==> config.mk <==
export PLATFORM = sky130hd
export DESIGN_NAME = flex_pipe_register_flat
export DESIGN_NICKNAME = d
export VERILOG_FILES = /design/src/rtl/flex_pipe_register_if.sv /design/src/rtl/flex_pipe_register.sv /design/src/flat_wrapper.sv
export SDC_FILE = /design/constraint.sdc
export NUM_CORES = 1
export LEC_CHECK = 0
export ABC_AREA = 0
export CAP_MARGIN = 10
export CORE_UTILIZATION = 35
export CTS_CLUSTER_DIAMETER = 50
export DETAILED_ROUTE_END_ITERATION = 8
export SYNTH_ARGS = -nofsm -noshare
export SYNTH_HDL_FRONTEND = slang
export SYNTH_SLANG_ARGS = --single-unit
==> constraint.sdc <==
create_clock -name i_clk -period 2.1 [get_ports i_clk]
set_input_delay 0.42 -clock i_clk [delete_from_list [all_inputs] [get_ports i_clk]]
set_output_delay 0.42 -clock i_clk [all_outputs]
set_load 0.01 [all_outputs]
==> src/rtl/flex_pipe_register_if.sv <==
// Valid/ready bus for flex_pipe_register: upstream
// word in, downstream word out, one bundle.
interface flex_pipe_register_if #(
    parameter int WIDTH = 64
);
    logic             i_valid;
    logic             o_ready;
    logic [WIDTH-1:0] i_v_data;
    logic             o_valid;
    logic             i_ready;
    logic [WIDTH-1:0] o_v_data;

    modport slave (
        input  i_valid,
        input  i_v_data,
        input  i_ready,
        output o_ready,
        output o_valid,
        output o_v_data
    );

    modport master (
        output i_valid,
        output i_v_data,
        output i_ready,
        input  o_ready,
        input  o_valid,
        input  o_v_data
    );
endinterface

==> src/rtl/flex_pipe_register.sv <==
// Elastic DEPTH-stage pipeline register with bubble collapse.
// Optional synchronous flush port: define FLEX_PIPE_FLUSH_EN.
module flex_pipe_register #(
    parameter int WIDTH = 64,
    parameter int DEPTH = 4,
    localparam int CW = $clog2(DEPTH + 1)
) (
    input  logic                 i_clk,
    input  logic                 i_rst_n,
`ifdef FLEX_PIPE_FLUSH_EN
    input  logic                 i_flush,
`endif
    flex_pipe_register_if.slave  bus,
    output logic [CW-1:0]        o_count
);

    logic [DEPTH-1:0] valid_q, valid_d;
    logic [WIDTH-1:0] data_q [DEPTH];
    logic [WIDTH-1:0] data_d [DEPTH];
    logic [CW-1:0]    count_q, count_d;
    logic [DEPTH-1:0] rdy;
    logic [DEPTH-1:0] vin;
    logic [WIDTH-1:0] din [DEPTH];
    logic             flush;
    logic             in_xfer;
    logic             out_xfer;
    logic             r;

`ifdef FLEX_PIPE_FLUSH_EN
    assign flush = i_flush;
`else
    assign flush = 1'b0;
`endif

    // A stage can load when it is empty or everything after it moves.
    always_comb begin
        r = bus.i_ready;
        rdy = '0;
        for (int k = DEPTH - 1; k >= 0; k--) begin
            r = !valid_q[k] || r;
            rdy[k] = r;
        end
    end

    always_comb begin
        vin[0] = bus.i_valid;
        din[0] = bus.i_v_data;
        for (int k = 1; k < DEPTH; k++) begin
            vin[k] = valid_q[k-1];
            din[k] = data_q[k-1];
        end
    end

    assign in_xfer  = bus.i_valid && rdy[0] && !flush;
    assign out_xfer = valid_q[DEPTH-1] && bus.i_ready && !flush;

    always_comb begin
        valid_d = valid_q;
        data_d  = data_q;
        if (flush) begin
            valid_d = '0;
        end else begin
            for (int k = 0; k < DEPTH; k++) begin
                if (rdy[k]) begin
                    valid_d[k] = vin[k];
                    if (vin[k]) begin
                        data_d[k] = din[k];
                    end
                end
            end
        end
    end

    always_comb begin
        count_d = count_q;
        if (flush) begin
            count_d = '0;
        end else if (in_xfer && !out_xfer) begin
            count_d = count_q + CW'(1);
        end else if (!in_xfer && out_xfer) begin
            count_d = count_q - CW'(1);
        end
    end

    always_ff @(posedge i_clk or negedge i_rst_n) begin
        if (!i_rst_n) begin
            valid_q <= '0;
            count_q <= '0;
            for (int k = 0; k < DEPTH; k++) begin
                data_q[k] <= '0;
            end
        end else begin
            valid_q <= valid_d;
            count_q <= count_d;
            data_q  <= data_d;
        end
    end

    assign bus.o_ready  = rdy[0] && !flush;
    assign bus.o_valid  = valid_q[DEPTH-1] && !flush;
    assign bus.o_v_data = data_q[DEPTH-1];
    assign o_count      = count_q;

endmodule
==> src/flat_wrapper.sv <==
// flat-port wrapper written by rule: the top's interface ports become plain ports
module flex_pipe_register_flat 
#(
    parameter int WIDTH = 64,
    parameter int DEPTH = 4,
    localparam int CW = $clog2(DEPTH + 1)
)
  (i_clk, i_rst_n, o_count, bus_i_valid, bus_i_v_data, bus_i_ready, bus_o_ready, bus_o_valid, bus_o_v_data);
  flex_pipe_register_if #(.WIDTH(WIDTH)) bus_i ();
  input  logic i_clk;
  input  logic i_rst_n;
  output logic [CW-1:0] o_count;
  input wire logic [$bits(bus_i.i_valid)-1:0] bus_i_valid;
  input wire logic [$bits(bus_i.i_v_data)-1:0] bus_i_v_data;
  input wire logic [$bits(bus_i.i_ready)-1:0] bus_i_ready;
  output wire logic [$bits(bus_i.o_ready)-1:0] bus_o_ready;
  output wire logic [$bits(bus_i.o_valid)-1:0] bus_o_valid;
  output wire logic [$bits(bus_i.o_v_data)-1:0] bus_o_v_data;
  assign bus_i.i_valid = bus_i_valid;
  assign bus_i.i_v_data = bus_i_v_data;
  assign bus_i.i_ready = bus_i_ready;
  assign bus_o_ready = bus_i.o_ready;
  assign bus_o_valid = bus_i.o_valid;
  assign bus_o_v_data = bus_i.o_v_data;
  flex_pipe_register #(.WIDTH(WIDTH), .DEPTH(DEPTH)) u_core (.i_clk(i_clk), .i_rst_n(i_rst_n), .bus(bus_i), .o_count(o_count));
endmodule
* After elaboration in Yosys (flattened, before gate mapping)
Cells that the tools add are included.
Widths: inputs -> output; s select.
** Storage, ports and cells
- Register bits :: 263
- Latch bits :: 0
- Memory bits (writable) :: 0
- ROM bits :: 0
- Input bits :: 68
- Output and inout bits :: 69
- Memories :: 0
** Operators by class
- Add/subtract/negate cells :: 2
- Multiply operators :: 0
- Div/mod/pow operators :: 0
- Order comparisons :: 0
- Equal/unequal tests :: 0
- Shift-type cells :: 0
- Muxes and demuxes :: 2
- Bitwise operators :: 0
- Reduce and logical (&&, ||, !) cells :: 19
** Operators by type and width (number)
- $reduce_and 2->1 :: 4
- $logic_not 1->1 :: 6
- $mux 3 :: 2
- $logic_and 1x1->1 :: 4
- $logic_or 1x1->1 :: 4
- $add 3x1->3 const B :: 1
- $sub 3x1->3 const B :: 1
- $reduce_bool 2->1 :: 1

* Logic depth before layout (Yosys ltp)
- Word-level depth :: 10
- Mapped depth :: 11

* Worst setup path after synthesis
OpenSTA, ideal clock, no wires.
- Path type :: input -> register
- Start :: input bus_i_ready
- End :: register u_core.count_q[1] (netlist: u_core.o_count[1])
- Library setup time :: 0.125 ns
- Arrival :: 2.096 ns
- Setup slack :: -0.121 ns
- Cell stages on the path :: 9
- Buffers on the path :: 2
- Cell sequence :: nand4b_2 > o21ai_1 > buf_4 > buf_6 > inv_1 > ha_1 > inv_1 > fa_1 > mux2_2
** Between the ends
- Elaborated cells between the ends (all ways) :: 12
- Classes of those cells :: mux (1); reduce/logical (11)
** RTL lines
- start: declaration :: RTL line flat_wrapper.sv:15 : input wire logic [$bits(bus_i.i_ready)-1:0] bus_i_ready;
- $logic_or 1x1->1 (4 in a row) :: RTL line flex_pipe_register.sv:40 : r = !valid_q[k] || r;
- $logic_and 1x1->1 :: RTL line flex_pipe_register.sv:54 : assign in_xfer = bus.i_valid && rdy[0] && !flush;
- net u_core.in_xfer :: RTL line flex_pipe_register.sv:25 : logic in_xfer;
- $logic_and 1x1->1 :: RTL line flex_pipe_register.sv:78 : end else if (in_xfer && !out_xfer) begin
- $mux 3 :: RTL line flex_pipe_register.sv:78
- net u_core.count_d[1] :: RTL line flex_pipe_register.sv:20 : logic [CW-1:0] count_q, count_d;
- end signal: assignment :: RTL line flex_pipe_register.sv:94 : count_q <= count_d;
- end: declaration :: RTL line flex_pipe_register.sv:20
The timed path passes the listed nets, and every way through them passes these cells.
A chain may end at the register's enable or synchronous reset.

* Final worst setup path
- Start :: register u_core.valid_q[3]
- End :: output bus_o_valid
** RTL lines
- start: declaration :: RTL line flex_pipe_register.sv:17 : logic [DEPTH-1:0] valid_q, valid_d;
- start signal: assignment :: RTL line flex_pipe_register.sv:93 : valid_q <= valid_d;
- end: declaration :: RTL line flat_wrapper.sv:17 : output wire logic [$bits(bus_i.o_valid)-1:0] bus_o_valid;
No word-level cell between the ends.

==> results.py <==
metrics = {
    "detailed_routing": {
        "vias": 5193,
        "routedWlPerCell_um": 16.60,
        "routed_via_density": 4.547,
        "dr.pass1.iters": 4,
        "drt_iter0_drc": 164,
        "drt-total-wl_um": 18960,
        "ant_nets": 0,
        "drc": 0,
    },
    "layout": {
        "synthToLayoutAreaGrowth_pct": 26.06,
        "final_util": 0.4505,
        "stdcell_area_um2": 13000,
        "layout-drive-gt1-share": 0.4525,
        "n_antenna_cell": 0,
        "final_cells": 1142,
        "nNetsFinal": 805,
        "fillers": 2540,
    },
    "critical_path": {
        "path_cells": "buf_4 -> clkdlybuf4s50_1",
        "cp_slowest_cell": "clkdlybuf4s50_1",
        "cp.arrival_ns": 1.59,
        "cp.required_ns": 1.68,
        "r2r-end": "u_core.o_count[2]$_DFFE_PN0P_",
        "cp-start-kind": "register",
        "crit_fanout": 3,
        "slowest_delay_ns": 0.52,
        "reg2reg_slack_ns": 0.32,
        "r2r_start": "u_core.valid_q[1]$_DFFE_PN0P_",
        "cp-end-kind": "output port",
        "crit_type": "register to output port",
        "reg2regPathDepth": 9,
    },
    "synthesis": {
        "yosys_most_used_dff": "dfrtp_1",
        "ys_seq_elements": 263,
        "yosysMostFrequentCell": "dfrtp_1",
        "syn-cell-area_um2": 10310,
        "synth_nets": 701,
        "synthCells": 631,
        "synth_edf_count": 0,
        "synth_cell_types": 20,
        "synth_top_cell_area_share": 0.6382,
        "yosys_warnings": 0,
        "ys_seq_area_frac": 0.6382,
        "avgSynthCellArea_um2": 16.34,
        "yosys.area.top_type": "dfrtp_1",
        "ys_async_sr_fraction": 1.000,
        "synth_common_cells": "dfrtp_1 (263), mux2_2 (252), buf_4 (66), buf_2 (13), buf_6 (10)",
        "synth_area_leaders": "dfrtp_1 (64%), mux2_2 (28%), buf_4 (4.8%)",
    },
    "sta": {
        "slew_headroom": 0.6726,
        "setup_viol": 0,
        "worst_slew_pin_slew_ns": 0.4911,
        "fin_crit_ns": 2.012,
        "period_share": 0.9579,
        "max_freq_ghz": 0.4971,
        "fin_skew_ns": 0.01470,
        "grt_setup_unrepaired": "no",
        "slew_viol_final": 0,
        "fin_setup_tns_ns": 0,
        "hold_violations": 0,
    },
    "placement": {
        "dpl_cell_area_um2": 11830,
        "portBuffers": 136,
        "dp_hpwl_um": 12540,
        "gp_congestion": 0.7116,
        "dpl.cell_count": 1083,
    },
    "die": {
        "io_pins": 137,
        "die_h_um": 173.7,
        "die_x_um": 173.7,
        "core_um2": 28860,
        "rows": 62,
        "initial_core_util": 0.3574,
        "die_area_um2": 30150,
    },
    "global_route": {
        "antenna_found_initial": 0,
        "grt_max_degree": 63,
        "grt_pass1_wl_um": 31930,
        "grt_usage": 0.1312,
        "grt_pass1_vias": 5952,
        "grt-ovfl-total": 0,
    },
    "clocking": {
        "cts_max_path_buffers": 3,
        "cts_root_buf": "clkbuf_16",
        "cts_buffers": 30,
        "clock-sinks": 263,
        "path_clk_slew_ns": 0.06,
        "cts_tree": "done",
        "htree_levels": 1,
        "clock_latency_ns": 0.54,
    },
    "pwr": {
        "leakage_nw": 5.460,
        "vdd_drop_max_mv": 0.6974,
        "power_mw": 17.95,
        "power_density_nw_per_um2": 1381,
    },
    "hold_path": {
        "hold_path.class": "input port to async pin",
    },
    "outcome": {
        "status": "finished clean",
    },
    "run": {
        "maxCapViolCount": 0,
    },
}
==> repair_timing <==
action	4_1_cts	5_1_grt
hold buffers	1	0
resized for setup	4	1
hold endpoints to repair	57	0
gates cloned	0	0
setup buffers	3	0
endpoints found under the setup margin	1	1
==> worst max-delay path, delay by kind of cell (launching register included) <==
family | cells | cell delay (ns)
buffers and inverters | 2 | 0.66
DFF | 1 | 0.40
==> logic make-up after synthesis <==
logic type	after synthesis	share of synthesized area
AOI/OAI and AO/OA	3	0.002791
xor gates and xnor gates	3	0.002548
adders and majority gates	2	0.003154
buffers and inverters	93	0.06673
DFF	263	0.6382
muxes	257	0.2806
and+or+nand+nor	10	0.005944
==> metrics by stage <==
step	hold WS (ns)	setup WS (ns)
2_1_floorplan	0.1244	0.009407
3_3_place_gp	0.3942	-0.1946
4_1_cts	0.4073	0.02111
5_1_grt	0.4381	0.02018
6_report	0.4047	0.08836
3_5_place_dp	0.4008	-0.2275
==> power by group <==
group | switching (mW) | internal, mW
registers | 0.941 | 6.86
logic | 1.55 | 2.84
clock network | 2.02 | 3.74
total | 4.51 | 13.4
==> registers in the layout, indices dropped and copies added, names as in the netlist <==
name / flops
u_core.o_count: 3
u_core.bus.o_v_data: 64
u_core.valid_q: 4
u_core.data_q: 192
==> metal layers <==
metal / part of all wire / global-route usage / up-vias / wire, um
li1: - / - / 2343 / -
met1: 0.44 / 0.1709 / 2700 / 8319
met2: 0.48 / 0.2150 / 114 / 9065
met3: 0.062 / 0.03509 / 36 / 1169
met4: 0.021 / 0.03692 / 0 / 406
met5: 0 / 0 / - / 0
==> placed cells by master, fill, tap and decap left out <==
cell type / count
buf_12: 12
buf_4: 12
buf_8: 1
bufinv_16: 6
clkbuf_16: 31
clkbuf_2: 1
clkbuf_8: 9
clkdlybuf4s50_1: 134
clkinv_2: 4
clkinvlp_4: 2
dfrtp_1: 261
dfrtp_2: 2
dlygate4sd3_1: 1
fa_1: 1
ha_2: 1
inv_1: 3
inv_2: 1
inv_6: 2
inv_8: 1
mux2_1: 5
mux2_2: 252
nand2_1: 3
nand2_4: 2
nand2b_1: 2
nand4b_4: 1
nor2_1: 1
o21ai_4: 2
o21bai_1: 1
or2_2: 1
xnor2_1: 1
xor2_1: 2
==> cell type report <==
class,count,area [um2],share of cell area
multi-input combinational,275,3075,0.2366
timing repair buffer,161,1702,0.1309
tap,384,480.5,0.03696
clock inverter,15,244.0,0.01877
clock buffer,40,899.6,0.06920
sequential,263,6584,0.5064
inverter,4,15.01,0.001155
==> worst max path at each step <==
stage	end	slack [ns]	cells past startpoint	from
after global routing	o_count[0]	0.02	1	u_core.o_count[0]$_DFFE_PN0P_
after floorplan	u_core.o_count[1]$_DFFE_PN0P_	0.009	9	bus_i_ready
after detailed placement	u_core.o_count[2]$_DFFE_PN0P_	-0.23	10	bus_i_ready
final	bus_o_valid	0.09	2	u_core.valid_q[3]$_DFFE_PN0P_
after global placement	u_core.o_count[1]$_DFFE_PN0P_	-0.19	8	bus_i_ready
after CTS	bus_o_ready	0.02	3	u_core.valid_q[3]$_DFFE_PN0P_
(Power assumes the default switching activity.)
